## src/rtl/fsm_arbiter_rr.sv

```systemverilog
// fsm_arbiter_rr: N-agent grant arbiter with fixed-priority or round-robin
// selection, bounded hold time with preemption and back-to-back handoff.
//
// Ports:
//   clock_i      rising-edge clock
//   reset_i      synchronous, active-high reset
//   req_i        per-agent level request (bit i = agent i)
//   rr_mode_i    0 = fixed priority (lowest index wins), 1 = round-robin
//   gnt_o        registered one-hot grant, zero when idle
//   gnt_valid_o  registered, high iff gnt_o is non-zero
//   gnt_id_o     registered owner index, holds last owner while idle
//   preempt_o    registered pulse in the first cycle after a hold-limit handoff
module fsm_arbiter_rr #(
    parameter int unsigned NUM_REQ  = 4,
    parameter int unsigned MAX_HOLD = 8,
    localparam int unsigned IDW     = $clog2(NUM_REQ)
) (
    input  logic               clock_i,
    input  logic               reset_i,
    input  logic [NUM_REQ-1:0] req_i,
    input  logic               rr_mode_i,
    output logic [NUM_REQ-1:0] gnt_o,
    output logic               gnt_valid_o,
    output logic [IDW-1:0]     gnt_id_o,
    output logic               preempt_o
);

    // MAX_HOLD = 0 means unlimited; keep a 1-bit counter so the width never collapses.
    localparam int unsigned HW       = (MAX_HOLD == 0) ? 1 : $clog2(MAX_HOLD + 1);
    localparam int unsigned HOLD_SAT = (MAX_HOLD == 0) ? 1 : MAX_HOLD;

    typedef enum logic [1:0] {
        IDLE  = 2'b01,
        GRANT = 2'b10
    } state_e;

    state_e             state_q, state_d;
    logic [NUM_REQ-1:0] gnt_q, gnt_d;
    logic               gnt_valid_q, gnt_valid_d;
    logic [IDW-1:0]     gnt_id_q, gnt_id_d;
    logic               preempt_q, preempt_d;
    logic [HW-1:0]      hold_q, hold_d;
    logic [IDW-1:0]     rr_ptr_q, rr_ptr_d;

    // Pick one winner among cand: lowest index, or first index after ptr (wrapping).
    function automatic logic [IDW-1:0] arb_pick(input logic [NUM_REQ-1:0] cand,
                                                input logic               rr,
                                                input logic [IDW-1:0]     ptr);
        logic [IDW-1:0] win;
        logic           found;
        win   = '0;
        found = 1'b0;
        for (int k = 0; k < NUM_REQ; k++) begin
            int unsigned idx;
            idx = rr ? (32'(ptr) + 32'(k) + 32'd1) % NUM_REQ : 32'(k);
            if (!found && cand[IDW'(idx)]) begin
                found = 1'b1;
                win   = IDW'(idx);
            end
        end
        return win;
    endfunction

    // State and output registers.
    always_ff @(posedge clock_i) begin
        if (reset_i) begin
            state_q     <= IDLE;
            gnt_q       <= '0;
            gnt_valid_q <= 1'b0;
            gnt_id_q    <= '0;
            preempt_q   <= 1'b0;
            hold_q      <= '0;
            rr_ptr_q    <= IDW'(NUM_REQ - 1);
        end else begin
            state_q     <= state_d;
            gnt_q       <= gnt_d;
            gnt_valid_q <= gnt_valid_d;
            gnt_id_q    <= gnt_id_d;
            preempt_q   <= preempt_d;
            hold_q      <= hold_d;
            rr_ptr_q    <= rr_ptr_d;
        end
    end

    // Next-state and next-output logic.
    always_comb begin
        logic [NUM_REQ-1:0] owner_mask;
        logic [NUM_REQ-1:0] others;
        logic [IDW-1:0]     w_all;
        logic [IDW-1:0]     w_oth;

        state_d     = state_q;
        gnt_d       = gnt_q;
        gnt_valid_d = gnt_valid_q;
        gnt_id_d    = gnt_id_q;
        preempt_d   = 1'b0;
        hold_d      = hold_q;
        rr_ptr_d    = rr_ptr_q;

        owner_mask = NUM_REQ'(1) << gnt_id_q;
        others     = req_i & ~owner_mask;
        w_all      = arb_pick(req_i, rr_mode_i, rr_ptr_q);
        w_oth      = arb_pick(others, rr_mode_i, rr_ptr_q);

        case (state_q)
            IDLE: begin
                gnt_d       = '0;
                gnt_valid_d = 1'b0;
                if (|req_i) begin
                    state_d     = GRANT;
                    gnt_d       = NUM_REQ'(1) << w_all;
                    gnt_id_d    = w_all;
                    gnt_valid_d = 1'b1;
                    hold_d      = HW'(1);
                    rr_ptr_d    = w_all;
                end
            end
            GRANT: begin
                if (!req_i[gnt_id_q]) begin
                    // Owner released: hand off directly or fall idle.
                    if (|others) begin
                        gnt_d    = NUM_REQ'(1) << w_oth;
                        gnt_id_d = w_oth;
                        hold_d   = HW'(1);
                        rr_ptr_d = w_oth;
                    end else begin
                        state_d     = IDLE;
                        gnt_d       = '0;
                        gnt_valid_d = 1'b0;
                        hold_d      = '0;
                    end
                end else if ((MAX_HOLD != 0) && (hold_q == HW'(MAX_HOLD)) && (|others)) begin
                    // Hold limit reached with a waiter: force a handoff.
                    gnt_d     = NUM_REQ'(1) << w_oth;
                    gnt_id_d  = w_oth;
                    hold_d    = HW'(1);
                    rr_ptr_d  = w_oth;
                    preempt_d = 1'b1;
                end else if (hold_q != HW'(HOLD_SAT)) begin
                    hold_d = hold_q + HW'(1);
                end
            end
            default: begin
                // Illegal encoding: return to idle with outputs cleared.
                state_d     = IDLE;
                gnt_d       = '0;
                gnt_valid_d = 1'b0;
                gnt_id_d    = '0;
                hold_d      = '0;
                rr_ptr_d    = IDW'(NUM_REQ - 1);
            end
        endcase
    end

    assign gnt_o       = gnt_q;
    assign gnt_valid_o = gnt_valid_q;
    assign gnt_id_o    = gnt_id_q;
    assign preempt_o   = preempt_q;

endmodule
```

## config.mk

```make
export PLATFORM = sky130hd
export DESIGN_NAME = fsm_arbiter_rr
export DESIGN_NICKNAME = d
export VERILOG_FILES = /design/src/rtl/fsm_arbiter_rr.sv
export SDC_FILE = /design/constraint.sdc
export NUM_CORES = 1
export LEC_CHECK = 0
export ABC_AREA = 1
export BUFFER_PORTS_ARGS = -buffer_cell sky130_fd_sc_hd__buf_2
export CAP_MARGIN = 20
export CORE_MARGIN = 2
export CORE_UTILIZATION = 35
export DETAILED_ROUTE_END_ITERATION = 8
export PLACE_DENSITY = 0.63
export SLEW_MARGIN = 20
export SYNTH_ARGS = -nofsm -noshare
export SYNTH_HDL_FRONTEND = slang
export SYNTH_SLANG_ARGS = --single-unit
export TNS_END_PERCENT = 50
```

## constraint.sdc

```tcl
create_clock -name clock_i -period 1.7 [get_ports clock_i]
set_input_delay 0.17 -clock clock_i [delete_from_list [all_inputs] [get_ports clock_i]]
set_output_delay 0.17 -clock clock_i [all_outputs]
set_load 0.1 [all_outputs]
```

# Word-level counts from Yosys, hierarchy flattened
# Cells that the tools add are included.
# word_totals
inputBits	7
ff_bits	16
# op_classes
n_shift	3
magnitude_cmp	5
muxes	62
bitwise	4
eq_ne	10
reduce_logical	20
addsub	7
# ops
operator	count
$mux 2	19
$mux 4	8
$mux 1	20
$bmux 1 s2	9
$pmux 4 s2	2
$lt 2x3->1 const B	5
$pmux 2 s2	3
$shl 1x2->4 const A	3
$add 2x1->2 const B	4
$ne 4x4->1 const B	2
$reduce_or 4->1	2
$logic_and 1x1->1	7
$logic_not 1->1	6
$ne 2x2->1 const B	3
$ne 3x3->1 const B	2
$reduce_and 3->1	2
$add 2x2->2 const B	2
$add 4x1->4 const B	1
$and 4x4->4	1
$eq 4x4->1 const B	1
$not 4->4	1
$reduce_and 2->1	2
$reduce_or 3->1	1
$eq 2x1->1 const B	1
other kinds (3)	4

# Longest topological paths before layout
# Gate-level depths: netlist of the first run.
# logic_depth
depth_word	19
depth_mapped	17

# Worst setup path after synthesis of the first run
# Ideal clock, no wire load.
# synth_timing
path_type	reg2reg
start	reg gnt_id_q[0], in the netlist gnt_id_o[0]
end	reg hold_q[0]
setup_time_ns	0.128
required_time_ns	1.572
arrival_time_ns	2.256
slack_ns	-0.683
path_buffers	0
path_stages_with_launch	12
path_cell_list	dfxtp_1 > inv_1 > nand2_1 > o22ai_1 > nor2_1 > nand3_1 > nor2_2 > a21oi_1 > inv_1 > nor2_1 > a22oi_1 > nor2_1
# synth_between
elab_chain_cells	8
word_cells_on_any_way	13
# synth_rtl
element	line	rtl
start: declaration	40	logic [IDW-1:0] gnt_id_q, gnt_id_d;
start signal: assignment	78	gnt_id_q <= gnt_id_d;
$shl 1x2->4	100	owner_mask = NUM_REQ'(1) << gnt_id_q;
$not 4->4	101	others = req_i & ~owner_mask;
$and 4x4->4	101	
$reduce_or 4->1	121, 132	
$logic_and 1x1->1	132	end else if ((MAX_HOLD != 0) && (hold_q == HW'(MAX_HOLD)) && (|others)) begin
$mux 4	132	
$mux 4	119	if (!req_i[gnt_id_q]) begin
$pmux 4 s2	105	case (state_q)
end signal: assignment	80	hold_q <= hold_d;
end: declaration	42	logic [HW-1:0] hold_q, hold_d;
# Parallel ways exist; a longest one is shown, timed or not. The select of a mux whose other input is x is not followed.
# A chain may end at the register's enable or synchronous reset.

# Worst setup path after layout of the first run
# layout_timing
start	reg rr_ptr_q[0]
end	reg gnt_q[3], in the netlist gnt_o[3]
# layout_between
elab_chain_cells	18
word_cells_on_any_way	59
# layout_rtl
element	line	rtl
start: declaration	43	logic [IDW-1:0] rr_ptr_q, rr_ptr_d;
start signal: assignment	73	rr_ptr_q <= IDW'(NUM_REQ - 1);
start signal: assignment	81	rr_ptr_q <= rr_ptr_d;
branches (longest 17 deep; another with $add 2x1->2)	-	
$pmux 4 s2 *	105	
end signal: assignment	76	gnt_q <= gnt_d;
end: declaration	38	logic [NUM_REQ-1:0] gnt_q, gnt_d;
# Every way passes the cells marked *. The select of a mux whose other input is x is not followed.

==> key figures, run 1 <==
Layout
  • Nets: 299
  • Area growth from synthesis to layout: 34.2%
  • Fin util: 0.502
  • Ant diodes: 0
  • Most common cell after layout, fill and taps aside: nand2_1
  • Commonest cells after routing, fill and taps aside: nand2_1 (81), inv_1 (25), nand3_1 (24)
  • Share of cells above drive strength 1: 0.339
  • Layout fillers: 423
  • Post-Layout Cell Count: 334

Synthesis
  • Synth unique cells: 24
  • Netlist Area Pre-Place: 1400 sq um
  • Seq cells post-synth: 16
  • Syn_nets: 257
  • Sequential fraction of the synthesis area: 0.229
  • Gate Count Post-Synth: 246
  • YS warnings: 0
  • Syn_area_per_cell: 5.70 sq um

Die
  • Die height: 67.3 um
  • Num ports: 15
  • Row count: 22
  • Core area: 3740 sq um
  • Die width: 67.3 um
  • Initial Util: 0.374
  • Die area: 4530 sq um

Detailed routing
  • Post-route DRC violation count: 0
  • Via Count: 1,644
  • Vias/cell: 4.92
  • Routed wire length: 3.75 mm
  • Detail Route Antenna Nets: 0
  • Pre-Repair DR Iteration Count: 4
  • 1st-iter DRT viols: 103
  • WL/cell: 11.2 um

Global routing
  • Largest net degree at the start of global routing: 17
  • Number of global-route vias before repair: 1,501
  • Initial antenna violation count: 0
  • Total track usage: 0.180
  • Global route overflow: 0
  • Global-route wire length before repair: 6.24 mm

STA
  • Final worst slack: -0.0802 ns
  • Max Clock Skew: 0.00102 ns
  • Fmax: 562 MHz
  • Rel. slew slack: 0.677
  • Final Setup Violations: 8
  • Unrepaired setup endpoints after global routing: true
  • Slew Limit Fails: 0
  • Worst-Margin Slew: 0.487 ns
  • Fin crit share: 1.05
  • Final Hold Fails: 0
  • Min Tclk post-route: 1.78 ns

Pwr
  • Sw Pwr: 0.00160 W
  • Sequential power share: 0.185
  • Max VDD drop: 1010 uV
  • Clock Power Share: 0.098
  • Cell-internal power: 0.00134 W
  • Tot Pwr: 0.00294 W
  • Combinational Power Share: 0.717
  • Leak pwr: 0.989 nW
  • Switching part of the total: 0.543
  • Cell area power density: 1560 nW/um^2

Placement
  • # port buffers: 14
  • Placed Cells: 328
  • Detailed Place HPWL: 2.94 mm
  • Placer Congestion: 0.882

Clocking
  • CTS tree: yes
  • Worst skew pair latency: 0.25 ns
  • Hold buffer count at CTS: 0
  • Maximum buffer depth of the clock tree: 2
  • Clock sink count: 16
  • Htree depth: 1
  • Clock root cell: clkbuf_8
  • CTS clk-pin slew, worst paths: 0.06 ns
  • Cts bufs inserted: 3

Critical path
  • Worst setup EP type: flip-flop
  • Startpoint types: flip-flop
  • Data required time of the worst path: 1.89 ns
  • Worst setup path class: flip-flop to flip-flop
  • Worst-path fanout max: 7
  • Crit path DAT: 1.97 ns

Job
  • Max-cap check violation count: 0

Status
  • Outcome: finished, violations left
  • Failing checks: negative setup slack

Hold path
  • HP Class: input pin to flip-flop
-- kinds of logic after synthesis --
group	synth area share
AND/OR/NAND/NOR	0.530
buffers and inverters	0.104
AO/OA/AOI/OAI	0.101
flip-flops	0.229
adder cells (fa/ha/maj)	0.0357
-- state kept, by name (all words and copies together) (netlist names) --
name         cells
gnt_o            4
state_q          2
rr_ptr_q         2
gnt_valid_o      1
preempt_o        1
hold_q           4
gnt_id_o         2
-- critical path: stages, from the launching register on --
cell	delay [ns]
dfxtp_2	0.34
buf_6	0.12
nor2_4	0.22
buf_6	0.14
nand2_2	0.05
nand3_2	0.06
nand2_2	0.05
nor2_2	0.13
nand3_2	0.09
nand3_1	0.09
nand2_2	0.10
o21ai_1	0.15
nand2_1	0.07
a21oi_1	0.12
-- path summary, 6_finish.rpt --
path	startpoint	to	slack [ns]	cells past startpoint
setup / recovery	rr_ptr_q[0]	gnt_o[3]	-0.08	13
hold / removal	reset_i	gnt_id_o[1]	0.24	2
setup reg to reg	rr_ptr_q[0]	gnt_o[3]	-0.08	13
hold reg to reg	gnt_valid_o	gnt_valid_o	0.46	2
-- metrics by stage --
step	worst slack [ns]	hold WS (ns)	TNS, ns	cell area (sq um)
2_1_floorplan	-0.0623	0.249	-0.0840	1430
3_3_place_gp	-0.176	0.452	-0.989	1710
3_5_place_dp	-0.199	0.457	-1.08	1710
4_1_cts	-0.0486	0.234	-0.193	1830
5_1_grt	-0.261	0.266	-1.94	1880
6_report	-0.0802	0.239	-0.389	1880
-- cell usage after synthesis (all sizes together) --
| library cell | instances | area [sq um] |
|---|---|---|
| inv | 35 | 131 |
| nor2 | 19 | 110 |
| o21ai | 10 | 53.8 |
| nand4 | 7 | 43.8 |
| a21oi | 12 | 60.1 |
| ha | 4 | 50.1 |
| buf | 1 | 11.3 |
| nor3 | 2 | 10.0 |
| dfxtp | 16 | 320 |
| nand3 | 33 | 175 |
| nand3b | 1 | 7.51 |
| clkbuf | 1 | 3.75 |
| a21boi | 1 | 7.51 |
| a22oi | 1 | 7.51 |
| o22ai | 2 | 12.5 |
| nand2 | 101 | 397 |
-- layout make-up --
class	instances	area [sq um]	area share
sequential	16	329	0.175
clock buffer	3	41.3	0.0220
inverter	35	134	0.0712
timing repair buffer	39	265	0.141
multi-input combinational	193	1050	0.559
tap	48	60.1	0.0319
-- routing by layer --
metal  up-vias  GRT usage  part of all wire
li1        874          -                 -
met1       742      0.217              0.47
met2        23      0.329              0.50
met3         5     0.0217             0.026
met4         0     0.0561             0.012
met5         -          0                 0
-- power by group through the flow --
stage / logic, W / clock network, W / registers, W
finish: 0.00211 / 0.000288 / 0.000543
global route: 0.00233 / 0.000310 / 0.000561
CTS: 0.00204 / 0.000297 / 0.000546
detailed placement: 0.00193 / 0 / 0.000549
global placement: 0.00192 / 0 / 0.000547
floorplan: 0.00111 / 0 / 0.000869
-- timing repair --
item / 4_1_cts / 5_1_grt
pin swaps: 6 / 8
buffers inserted: 2 / 1
setup endpoints to repair: 8 / 12
resized for setup: 22 / 15
Note: power is estimated with default switching activity, not from simulation.
==> inputs of run 2 (changes only) <==
Settings changed: CORE_ASPECT_RATIO from default to 1.5.
==> run 2 against run 1 <==
The flow still finishes with violations (negative setup slack). Non-clock buffer count rose by 1. Sequential share of layout area fell by 0.70 points. Clock skew is 0.0052 ns higher. Via count increased by 2.9%. Clock power is 3% higher. Routed wire length rose by 6.6%. Final cell count is the same. Setup slack worse by 0.014 ns. Flip-flop and latch count unchanged. Cell area increased by 4.6%. Die area up 0.23%. Maximum frequency decreased by 0.76%. Critical endpoint is now gnt_o[0]. Largest cell class unchanged.
==> key figures, run 2 (synthesis results as in run 1) <==
Critical path
  • Worst setup EP type: flip-flop (unchanged)
  • Worst setup path class: flip-flop to flip-flop (unchanged)
  • Data required time of the worst path: 1.88 ns (was 1.89 ns)
  • Startpoint types: flip-flop (unchanged)
  • Crit path DAT: 1.98 ns (was 1.97 ns)
  • Worst-path fanout max: 5 (was 7)

Layout
  • Nets: 301 (was 299)
  • Layout fillers: 393 (was 423)
  • Most common cell after layout, fill and taps aside: nand2_1 (unchanged)
  • Ant diodes: 0 (unchanged)
  • Commonest cells after routing, fill and taps aside: nand2_1 (78), inv_1 (24), buf_4 (23) (was nand2_1 (81), inv_1 (25), nand3_1 (24))
  • Fin util: 0.506 (was 0.502)
  • Share of cells above drive strength 1: 0.381 (was 0.339)
  • Area growth from synthesis to layout: 40.4% (was 34.2%)
  • Post-Layout Cell Count: 334 (unchanged)

STA
  • Total Negative Setup Slacks: -0.565 ns (was -0.389 ns)
  • Min Tclk post-route: 1.79 ns (was 1.78 ns)
  • Rel. slew slack: 0.674 (was 0.677)
  • Unrepaired setup endpoints after global routing: true (unchanged)
  • Worst-Margin Slew: 0.493 ns (was 0.487 ns)
  • Final Setup Violations: 8 (unchanged)
  • Final Hold Fails: 0 (unchanged)
  • Slew Limit Fails: 0 (unchanged)
  • Fin crit share: 1.06 (was 1.05)
  • Max Clock Skew: 0.00621 ns (was 0.00102 ns)
  • Final worst slack: -0.0938 ns (was -0.0802 ns)
  • Fmax: 557 MHz (was 562 MHz)

Global routing
  • Total track usage: 0.182 (was 0.180)
  • Global route overflow: 0 (unchanged)
  • Number of global-route vias before repair: 1,629 (was 1,501)
  • Initial antenna violation count: 0 (unchanged)
  • Global-route wire length before repair: 6.54 mm (was 6.24 mm)
  • Largest net degree at the start of global routing: 18 (was 17)

Clocking
  • Cts bufs inserted: 3 (unchanged)
  • Hold buffer count at CTS: 0 (unchanged)
  • Clock sink count: 16 (unchanged)
  • Clock root cell: clkbuf_8 (unchanged)
  • CTS clk-pin slew, worst paths: 0.06 ns (about the same)
  • Maximum buffer depth of the clock tree: 2 (unchanged)
  • CTS tree: yes (unchanged)
  • Worst skew pair latency: 0.25 ns (about the same)
  • Htree depth: 1 (unchanged)

Pwr
  • Leak pwr: 1.00 nW (was 0.989 nW)
  • Tot Pwr: 0.00314 W (was 0.00294 W)
  • Cell area power density: 1600 nW/um^2 (was 1560 nW/um^2)
  • Max VDD drop: 824 uV (was 1010 uV)

Die
  • Num ports: 15 (unchanged)
  • Core area: 3890 sq um (was 3740 sq um)
  • Die area: 4540 sq um (was 4530 sq um)
  • Die width: 55.7 um (was 67.3 um)
  • Die height: 81.5 um (was 67.3 um)
  • Row count: 28 (was 22)
  • Initial Util: 0.360 (was 0.374)

Placement
  • Placer Congestion: 0.871 (was 0.882)
  • Placed Cells: 322 (was 328)
  • # port buffers: 14 (unchanged)
  • Pre-CTS setup slack: -0.193 ns (was -0.199 ns)
  • Detailed Place HPWL: 3.03 mm (was 2.94 mm)

Detailed routing
  • WL/cell: 12.0 um (was 11.2 um)
  • Detail Route Antenna Nets: 0 (unchanged)
  • Routed wire length: 4.00 mm (was 3.75 mm)
  • Post-route DRC violation count: 0 (unchanged)
  • 1st-iter DRT viols: 49 (was 103)
  • Pre-Repair DR Iteration Count: 4 (unchanged)
  • Via Count: 1,691 (was 1,644)
  • Vias/cell: 5.06 (was 4.92)

Job
  • Max-cap check violation count: 0 (unchanged)

Status
  • Outcome: finished, violations left (unchanged)
  • Failing checks: negative setup slack (unchanged)

Hold path
  • HP Class: input pin to flip-flop (unchanged)
## run 2: cell types whose count changed in the layout (fill, tap and decap cells not counted), moves of 2 or more
cell | previous run | this run
a21oi_1 | 11 | 9
a21oi_2 | 0 | 2
nand2_1 | 81 | 78
nand3_1 | 24 | 22
nand3_2 | 8 | 10
nor2_2 | 4 | 2
nor2_4 | 3 | 6
o21ai_1 | 5 | 2
o21ai_2 | 2 | 4
## run 2: final timing paths
kind	from	to	slack, ns	cells past startpoint
hold / removal	reset_i	gnt_o[2]	0.23	2
hold reg to reg	gnt_o[3]	gnt_o[3]	0.46	2
setup reg to reg	rr_ptr_q[0]	gnt_o[0]	-0.09	14
setup / recovery	rr_ptr_q[0]	gnt_o[0]	-0.09	14
## run 2: layout make-up
type                            instances  area [sq um]  area share
Multi-Input combinational cell        194          1120       0.571
Sequential cell                        16           330       0.168
Timing Repair Buffer                   40           277       0.141
Inverter                               35           136      0.0693
Tap cell                               45          56.3      0.0286
Clock buffer                            4          45.0      0.0229
## run 2: report_power, final
group / internal (W) / switching [W] / leakage, nW / total (W)
registers: 0.000478 / 0.0000767 / 0.132 / 0.000555
logic: 0.000782 / 0.00151 / 0.849 / 0.00229
clock network: 0.000166 / 0.000130 / 0.0228 / 0.000296
## run 2: per-layer routing
metal | GRT usage | share of wire | vias to the layer above
met4 | 0.112 | 0.040 | 0
met2 | 0.381 | 0.55 | 25
met3 | 0.0142 | 0.018 | 15
met5 | 0 | 0 | -
li1 | - | - | 874
met1 | 0.165 | 0.39 | 777
## run 2: critical path, stage by stage, from the launching register on
cell and delay [ns]:
dfxtp_2 0.33, buf_6 0.13, nor2_4 0.20, nand3_2 0.10
nand2_2 0.10, nand2_2 0.08, nand2_4 0.09, nor2_2 0.04
nor2_1 0.13, nand3_2 0.10, nand2_4 0.11, nand3_1 0.07
nand2_1 0.06, nand2_1 0.05, a21oi_1 0.12
## run 2: repair_timing
item,4_1_cts,5_1_grt
endpoints found under the hold margin,0,0
buffers inserted,3,4
gates resized for setup,21,33
pin swaps,15,16
setup endpoints to repair,9,12
cloned,1,0
## run 2: through the flow
| step | area, sq um | hold WS [ns] |
|---|---|---|
| floorplan | 1430 | 0.249 |
| global placement | 1680 | 0.452 |
| detailed placement | 1680 | 0.455 |
| CTS | 1830 | 0.223 |
| global route | 1970 | 0.252 |
| finish | 1970 | 0.228 |
==> inputs of run 3 (changes only) <==
Settings changed: PLACE_DENSITY 0.63 to 0.61.
Clock period 1.7 ns to 1.9 ns, I/O delays scaled along.
==> run 3 against run 2 <==
The flow now finishes without violations. Via count shrank 2.3%. Die area is the same. Critical endpoint is now gnt_id_o[0]. First-iteration DRC count shrank 22%. Clock-buffer cell count is the same. Final cell count shrank 4.5%. Total power shrank 15%.
==> key figures, run 3 (synthesis results as in run 1) <==
STA
  • Fin crit share: 0.943 (was 1.06)
  • Fmax: 558 MHz (was 557 MHz)
  • Unrepaired setup endpoints after global routing: true (unchanged)
  • Rel. slew slack: 0.679 (was 0.674)
  • Worst-Margin Slew: 0.484 ns (was 0.493 ns)
  • Max Clock Skew: 0.00484 ns (was 0.00621 ns)
  • Min Tclk post-route: 1.79 ns (about the same)
  • Final Setup Violations: 0 (was 8)
  • Final Hold Fails: 0 (unchanged)
  • Min Hold Slack: 0.253 ns (was 0.228 ns)
  • Slew Limit Fails: 0 (unchanged)

Global routing
  • Total track usage: 0.164 (was 0.182)
  • Largest net degree at the start of global routing: 18 (unchanged)
  • Global route overflow: 0 (unchanged)
  • Number of global-route vias before repair: 1,428 (was 1,629)
  • Initial antenna violation count: 0 (unchanged)
  • Global-route wire length before repair: 5.91 mm (was 6.54 mm)

Critical path
  • Worst-path fanout max: 7 (was 5)
  • Worst setup EP type: flip-flop (unchanged)
  • CP max stage cell: dfxtp_2 (unchanged)
  • Critical-path cell list: buf_6, nor2_8, clkinvlp_4, buf_6, nand3_1, nand2_1, nand3_1, nand3_2, nand2_2, nand2_1, nand2_1, nand2_1, a21oi_1 (was buf_6, nor2_4, nand3_2, nand2_2, nand2_2, nand2_4, nor2_2, nor2_1, nand3_2, nand2_4, nand3_1, nand2_1, nand2_1, a21oi_1)
  • Worst setup path class: flip-flop to flip-flop (unchanged)
  • Cell mode on critical path: nand2_1
  • Crit path DAT: 1.98 ns (about the same)
  • Worst path max stage delay: 0.33 ns (about the same)
  • Data required time of the worst path: 2.08 ns (was 1.88 ns)
  • WP buf/inv: 3 (was 1)
  • Top delay family on crit path: simple AND/OR/NAND/NOR gates (unchanged)
  • Startpoint types: flip-flop (unchanged)

Placement
  • Placed Cells: 307 (was 322)
  • Detailed Place HPWL: 2.92 mm (was 3.03 mm)
  • Dpl cell area: 1550 sq um (was 1680 sq um)
  • # port buffers: 14 (unchanged)
  • Placer Congestion: 0.810 (was 0.871)

Detailed routing
  • 1st-iter DRT viols: 38 (was 49)
  • Post-route DRC violation count: 0 (unchanged)
  • Vias/cell: 5.18 (was 5.06)
  • WL/cell: 12.3 um (was 12.0 um)
  • Pre-Repair DR Iteration Count: 4 (unchanged)
  • Via Count: 1,652 (was 1,691)
  • Detail Route Antenna Nets: 0 (unchanged)
  • Routed wire length: 3.92 mm (was 4.00 mm)

Job
  • Max-cap check violation count: 0 (unchanged)

Die
  • Initial Util: 0.360 (unchanged)
  • Die area: 4540 sq um (unchanged)
  • Core area: 3890 sq um (unchanged)
  • Row count: 28 (unchanged)
  • Num ports: 15 (unchanged)
  • Die height: 81.5 um (unchanged)
  • Die width: 55.7 um (unchanged)

Layout
  • Fin area: 1820 sq um (was 1970 sq um)
  • Ant diodes: 0 (unchanged)
  • Post-Layout Cell Count: 319 (was 334)
  • Nets: 286 (was 301)
  • Flip-flop and latch area: 333 sq um (was 330 sq um)
  • Fin util: 0.468 (was 0.506)
  • Share of cells above drive strength 1: 0.296 (was 0.381)
  • Area growth from synthesis to layout: 29.7% (was 40.4%)
  • Layout fillers: 414 (was 393)
  • Multi-input logic area: 1080 sq um (was 1120 sq um)
  • Commonest cells after routing, fill and taps aside: nand2_1 (85), inv_1 (29), nand3_1 (22) (was nand2_1 (78), inv_1 (24), buf_4 (23))
  • Most common cell after layout, fill and taps aside: nand2_1 (unchanged)

Clocking
  • Cts bufs inserted: 3 (unchanged)
  • Maximum buffer depth of the clock tree: 2 (unchanged)
  • CTS clk-pin slew, worst paths: 0.06 ns (about the same)
  • Clock sink count: 16 (unchanged)
  • Clock root cell: clkbuf_8 (unchanged)
  • Htree depth: 1 (unchanged)
  • CTS tree: yes (unchanged)
  • Worst skew pair latency: 0.26 ns (was 0.25 ns)
  • Hold buffer count at CTS: 0 (unchanged)

Pwr
  • Tot Pwr: 0.00268 W (was 0.00314 W)
  • Leak pwr: 0.941 nW (was 1.00 nW)
  • Cell area power density: 1480 nW/um^2 (was 1600 nW/um^2)
  • Max VDD drop: 1080 uV (was 824 uV)

Status
  • Outcome: finished, final reports clean (was finished, violations left)

Hold path
  • HP Class: input pin to flip-flop (unchanged)
[run 3: changes by cell type in the layout (fill, tap and decap cells not counted), sizes merged]
cell / delta
buf: -15
clkinvlp: +1
inv: -1
[run 3: final timing paths]
| kind | start | endpoint | cells after the start | slack (ns) |
|---|---|---|---|---|
| worst max-delay path | rr_ptr_q[1] | gnt_id_o[0] | 13 | 0.11 |
| worst min-delay path | reset_i | gnt_o[1] | 2 | 0.25 |
| worst max register to register | rr_ptr_q[1] | gnt_id_o[0] | 13 | 0.11 |
| worst min register to register | gnt_valid_o | gnt_valid_o | 2 | 0.46 |
[run 3: layout make-up]
type                            count  share of cell area
Multi-Input combinational cell    194               0.594
Sequential cell                    16               0.183
Timing Repair Buffer               25              0.0902
Inverter                           35              0.0771
Tap cell                           45              0.0310
Clock buffer                        4              0.0248
[run 3: metal layers]
metal,routed length [um],up-vias,GRT usage
met5,0,-,0
met2,2150,26,0.332
met1,1540,764,0.158
met3,92,12,0.0173
li1,-,850,-
met4,142,0,0.0927
[run 3: worst reg2reg max path, stage by stage, from the launching register on]
cell and delay (ns):
dfxtp_2 0.33, buf_6 0.12, nor2_8 0.09, clkinvlp_4 0.20
buf_6 0.17, nand3_1 0.06, nand2_1 0.07, nand3_1 0.10
nand3_2 0.08, nand2_2 0.12, nand2_1 0.06, nand2_1 0.12
nand2_1 0.07, a21oi_1 0.11
[run 3: timing repair]
action | CTS | global route
endpoints found under the setup margin | 2 | 11
gates cloned | 0 | 1
pin swaps | 0 | 11
buffers inserted | 0 | 7
resized for setup | 2 | 44
[run 3: through the flow]
step	TNS, ns	setup slack, ns
after floorplan	0	0.0549
after global placement	-0.0714	-0.0613
after detailed placement	-0.0512	-0.0512
after CTS	0	0.0194
after global routing	-0.00947	-0.00888
final	0	0.108
[run 3: power by group]
| group | switching (W) | total [W] | leakage, nW | internal [W] |
|---|---|---|---|---|
| clock network | 0.000121 | 0.000271 | 0.0228 | 0.000149 |
| registers | 0.0000797 | 0.000512 | 0.132 | 0.000432 |
| logic | 0.00130 | 0.00190 | 0.786 | 0.000597 |
| total | 0.00150 | 0.00268 | 0.941 | 0.00118 |
